[src/rtl/fmul_pkg.sv]
// Shared FPU definitions: binary32 field widths, special encodings and the
// operand class used by the multiply datapath.
package fmul_pkg;

  localparam int EXP_W  = 8;
  localparam int FRAC_W = 23;
  localparam int BIAS   = 127;

  localparam logic [31:0]      QNAN    = 32'h7FC0_0000;
  localparam logic [EXP_W-1:0] EXP_INF = 8'hFF;

  typedef enum logic [1:0] {
    ZERO   = 2'd0,
    NORMAL = 2'd1,
    INF    = 2'd2,
    NAN    = 2'd3
  } fp_class_e;

  typedef struct packed {
    logic      sign;
    fp_class_e cls;
  } fp_op_t;

endpackage

[src/rtl/fp_classify.sv]
// Decodes one binary32 operand into sign plus class; subnormals are reported
// as ZERO so they flush with their sign preserved.
module fp_classify
  import fmul_pkg::*;
(
  input  logic              sign,
  input  logic [EXP_W-1:0]  exp,
  input  logic [FRAC_W-1:0] frac,
  output fp_op_t            op
);

  // Class decode from the exponent and fraction fields
  always_comb begin
    op.sign = sign;
    op.cls  = NORMAL;
    if (exp == EXP_INF) begin
      if (frac != {FRAC_W{1'b0}}) begin
        op.cls = NAN;
      end else begin
        op.cls = INF;
      end
    end else if (exp == {EXP_W{1'b0}}) begin
      op.cls = ZERO;
    end else begin
      op.cls = NORMAL;
    end
  end

endmodule

[src/rtl/fmul.sv]
// Binary32 multiplier: combinational classify/multiply/round feeding a single
// output register bank (latency 1, one operation per cycle).
module fmul
  import fmul_pkg::*;
(
  input  logic              clk,
  input  logic              rst_n,
  input  logic              A_sign,
  input  logic [EXP_W-1:0]  A_exp,
  input  logic [FRAC_W-1:0] A_frac,
  input  logic              B_sign,
  input  logic [EXP_W-1:0]  B_exp,
  input  logic [FRAC_W-1:0] B_frac,
  output logic              sign,
  output logic [EXP_W-1:0]  exp,
  output logic [FRAC_W:0]   frac,
  output logic              error,
  output logic              overflow
);

  fp_op_t op_a_s;
  fp_op_t op_b_s;

  fp_classify u_cls_a (.sign(A_sign), .exp(A_exp), .frac(A_frac), .op(op_a_s));
  fp_classify u_cls_b (.sign(B_sign), .exp(B_exp), .frac(B_frac), .op(op_b_s));

  logic [47:0]       prod_s;
  logic [22:0]       mant_s;
  logic              guard_s;
  logic              sticky_s;
  logic              round_up_s;
  logic              carry_s;
  logic [22:0]       frac_fin_s;
  logic signed [9:0] exp_raw_s;
  logic signed [9:0] exp_fin_s;
  logic              nan_case_s;
  logic              inf_case_s;
  logic              zero_case_s;

  logic              sign_nx_s;
  logic [EXP_W-1:0]  exp_nx_s;
  logic [FRAC_W:0]   frac_nx_s;
  logic              error_nx_s;
  logic              ovf_nx_s;

  logic              sign_r;
  logic [EXP_W-1:0]  exp_r;
  logic [FRAC_W:0]   frac_r;
  logic              error_r;
  logic              ovf_r;

  assign prod_s = 48'({1'b1, A_frac}) * 48'({1'b1, B_frac});

  // Normalize the 48-bit product and round to nearest, ties to even
  always_comb begin
    if (prod_s[47]) begin
      mant_s   = prod_s[46:24];
      guard_s  = prod_s[23];
      sticky_s = |prod_s[22:0];
    end else begin
      mant_s   = prod_s[45:23];
      guard_s  = prod_s[22];
      sticky_s = |prod_s[21:0];
    end
    round_up_s = guard_s & (sticky_s | mant_s[0]);
    // An all-ones fraction that rounds up wraps to 0 and bumps the exponent
    carry_s    = round_up_s & (&mant_s);
    frac_fin_s = mant_s + {22'd0, round_up_s};
    exp_raw_s  = {2'b00, A_exp} + {2'b00, B_exp} - 10'(BIAS) + {9'd0, prod_s[47]};
    exp_fin_s  = exp_raw_s + {9'd0, carry_s};
  end

  assign nan_case_s  = (op_a_s.cls == NAN) || (op_b_s.cls == NAN) ||
                       ((op_a_s.cls == INF) && (op_b_s.cls == ZERO)) ||
                       ((op_b_s.cls == INF) && (op_a_s.cls == ZERO));
  assign inf_case_s  = (op_a_s.cls == INF) || (op_b_s.cls == INF);
  assign zero_case_s = (op_a_s.cls == ZERO) || (op_b_s.cls == ZERO);

  // Result selection in priority order: NaN, Inf, zero, then the datapath
  always_comb begin
    sign_nx_s  = op_a_s.sign ^ op_b_s.sign;
    exp_nx_s   = {EXP_W{1'b0}};
    frac_nx_s  = {(FRAC_W+1){1'b0}};
    error_nx_s = 1'b0;
    ovf_nx_s   = 1'b0;
    if (nan_case_s) begin
      sign_nx_s  = QNAN[31];
      exp_nx_s   = QNAN[30:23];
      frac_nx_s  = {QNAN[22:0], 1'b0};
      error_nx_s = 1'b1;
    end else if (inf_case_s) begin
      exp_nx_s = EXP_INF;
    end else if (zero_case_s) begin
      exp_nx_s = {EXP_W{1'b0}};
    end else if (exp_fin_s >= 10'sd255) begin
      exp_nx_s = EXP_INF;
      ovf_nx_s = 1'b1;
    end else if (exp_fin_s <= 10'sd0) begin
      exp_nx_s = {EXP_W{1'b0}};
    end else begin
      exp_nx_s  = exp_fin_s[7:0];
      frac_nx_s = {frac_fin_s, guard_s};
    end
  end

  // Output register bank
  always_ff @(posedge clk or negedge rst_n) begin
    if (!rst_n) begin
      sign_r  <= 1'b0;
      exp_r   <= {EXP_W{1'b0}};
      frac_r  <= {(FRAC_W+1){1'b0}};
      error_r <= 1'b0;
      ovf_r   <= 1'b0;
    end else begin
      sign_r  <= sign_nx_s;
      exp_r   <= exp_nx_s;
      frac_r  <= frac_nx_s;
      error_r <= error_nx_s;
      ovf_r   <= ovf_nx_s;
    end
  end

  assign sign     = sign_r;
  assign exp      = exp_r;
  assign frac     = frac_r;
  assign error    = error_r;
  assign overflow = ovf_r;

endmodule

[config.mk]
export PLATFORM = sky130hd
export DESIGN_NAME = fmul
export DESIGN_NICKNAME = d
export VERILOG_FILES = /design/src/rtl/fmul_pkg.sv /design/src/rtl/fp_classify.sv /design/src/rtl/fmul.sv
export SDC_FILE = /design/constraint.sdc
export NUM_CORES = 2
export LEC_CHECK = 0
export ABC_AREA = 1
export BUFFER_PORTS_ARGS = -buffer_cell sky130_fd_sc_hd__buf_2
export CAP_MARGIN = 20
export CORE_MARGIN = 2
export CORE_UTILIZATION = 40
export CTS_CLUSTER_SIZE = 14
export DETAILED_ROUTE_END_ITERATION = 8
export GPL_TIMING_DRIVEN = 0
export PLACE_DENSITY = 0.67
export RECOVER_POWER = 100
export SLEW_MARGIN = 20
export SYNTH_ARGS = -nofsm -noshare
export SYNTH_HDL_FRONTEND = slang
export SYNTH_HIERARCHICAL = 1
export SYNTH_SLANG_ARGS = --single-unit
[constraint.sdc]
create_clock -name clk -period 0.8 [get_ports clk]
set_input_delay 0.04 -clock clk [delete_from_list [all_inputs] [get_ports clk]]
set_output_delay 0.04 -clock clk [all_outputs]
set_load 0.005 [all_outputs]
==> results.ini <==
[outcome]
status = finished, violations left
failed_checks = negative hold slack, negative setup slack

[grt]
grt_use_total_pct = 25.6
grt_overflow = 0
grt_pass1_vias = 21500
antenna_found_initial = 0
grt_max_degree = 36
grt_first_pass_wirelength_mm = 120

[placement]
io_buffers = 98
routabilityCongestion = 0.988
dp_hpwl_mm = 62.3
pre_cts_ws_ns = -9.13

[sta]
slew_violations = 0
hold_violations = 35
finalCriticalPeriod_ns = 8.61
whs_ns = -0.151
worstMarginPinSlew_ns = 0.834
layout_setup_ws_ns = -7.81
grt_setup_unrepaired = yes
slew_headroom_pct = 44.4
maxClockFrequency_ghz = 0.116
finalCritPeriodShare_pct = 1080
setup-tns-final_ns = -254.94
setup_viol = 59

[critical_path]
worst_path_max_delay_cell = fa_2
cp-start-kind = input pin
path_class = input pin to register
endpoint_kind = register
crit_fanout = 7
critPathMaxStageDelay_ns = 0.57
cp.arrival_ns = 8.78
crit_path_frequent_cell = nand2_1
required_ns = 0.97

[synthesis]
synth_area_leader_cell = fa_1
synthCells = 3309
synth_edf_count = 0
synth_top_cell_area_share_pct = 41.1
synth-main-ff-cell = dfrtp_1
ys_async_sr_fraction_pct = 100
synth-seq-cells = 35
synth_area_leaders = fa_1, inv_1, nand2_1
syn_area_sq_um = 23600
ys_types = 44
syn_avg_cell_area_sq_um = 7.12
yosys_warnings = 6
seq_area_frac_synth_pct = 3.72
syn-num-nets = 4049

[layout]
layout-drive-gt1-share_pct = 19.8
final_common_cell = inv_1
n_antenna_cell = 0
nNetsFinal = 4319
fill_cells = 5459
syn_to_final_growth_pct = 25.6
layout_common_cells = inv_1, nand2_1, fa_1

[die]
die_x_um = 247
dieArea_sq_um = 60900
dieHeight_um = 247
pin_count = 101
fp-row-count = 88
core-area_sq_um = 58000
start_util_pct = 40.6

[job]
maxCapViolations = 0

[routing]
wirelength_mm = 75.5
drc = 0
vias = 21100
antenna_left = 0
viasPerCell = 4.85
first_pass_iters = 5
drtIter0Drc = 1515
routedWlPerCell_um = 17.4

[clock_tree]
tritoncts = built
cts_sinks = 35
cts-root-buf = clkbuf_16
h-tree-depth = 2
numCtsBuffers = 5
clock_path_buffers = 2
path_clk_slew_ns = 0.05

[hold_path]
hp-class = input pin to async pin

worst max-delay path, delay by kind of cell:
kind	cells	cell delay, ns
compound gates	2	0.25
fa+ha+maj	10	4.65
xor+xnor	1	0.17
buf+inv	13	1.16
simple gates	26	2.47
per-stage QoR:
stage | instance area (sq um) | util [%] | hold slack (ns) | std cells
after detailed placement | 25500 | 43.9 | 0.154 | 4172
final | 29600 | 51.0 | -0.151 | 4344
after global placement | 25500 | 43.9 | 0.151 | 4172
after CTS | 28600 | 49.3 | -0.149 | 4304
after global routing | 29600 | 51.0 | -0.0617 | 4344
after floorplan | 24100 | - | -0.256 | 3309
routing by layer:
metal	GRT usage, %	share of wire [%]	up-vias
met5	0	0	-
li1	-	-	9811
met3	2.80	7.0	197
met1	33.6	40	10300
met2	42.7	47	801
met4	11.5	5.8	0
sequential cells by signal (all words and copies together), names as in the netlist:
signal / cells
overflow: 1
exp: 8
frac: 24
error: 1
sign: 1
how the worst max path moves through the flow:
stage                           from  endpoint  slack, ns  cells after the start
final                      B_frac[7]  frac[16]      -7.81                     52
after global routing       A_frac[5]  frac[16]      -8.27                     52
after CTS                  A_frac[5]  frac[14]      -7.77                     52
after detailed placement  B_frac[16]  frac[17]      -9.13                     49
after global placement    B_frac[12]  frac[17]      -9.13                     50
after floorplan           A_frac[13]  frac[14]      -7.39                     54
synthesized netlist by cell type (8+ instances only):
| cell | number |
|---|---|
| xor2_1 | 19 |
| ha_1 | 190 |
| nor2_2 | 13 |
| a21oi_1 | 45 |
| inv_2 | 9 |
| nand2_2 | 33 |
| nand2_1 | 1005 |
| nand4_1 | 13 |
| inv_1 | 1008 |
| nor2_4 | 9 |
| xnor2_1 | 18 |
| o21ai_0 | 20 |
| fa_1 | 484 |
| dfrtp_1 | 35 |
| nand3_1 | 66 |
| clkbuf_1 | 92 |
| nand3_2 | 8 |
| nor2_1 | 176 |
| nor3_1 | 10 |
area by class of cell:
| cell class | count | area [sq um] | share of cell area (%) |
|---|---|---|---|
| plain buffers | 99 | 1890 | 6.39 |
| clock buffers | 6 | 139 | 0.469 |
| clock inverters | 1 | 5.00 | 0.0169 |
| inverters | 1018 | 3830 | 12.9 |
| multi-input cells | 2157 | 19500 | 66.0 |
| flip-flops and latches | 35 | 876 | 2.96 |
| well taps | 765 | 957 | 3.23 |
| repair buffers | 262 | 2370 | 8.00 |
| repair inverters | 1 | 6.26 | 0.0211 |
cells by family (layout without fill, tap and decap cells):
group           Yosys count  count (layout)  share of synthesized area, %
simple gates           1356            1356                          23.6
flops                    35              35                          3.72
buf+inv                1117            1387                          18.0
fa+ha+maj               674             674                          51.2
compound gates           90              90                          2.16
xor+xnor                 37              37                          1.37
repair_timing:
action	in CTS	in global routing
cloned	4	2
gates resized for setup	458	219
hold endpoints to repair	35	35
endpoints found under the setup margin	68	70
pin swaps	119	93
setup buffers	125	41
Power is not shown: default switching activity piles up to over one toggle a cycle in this logic, so the estimate is an artifact.
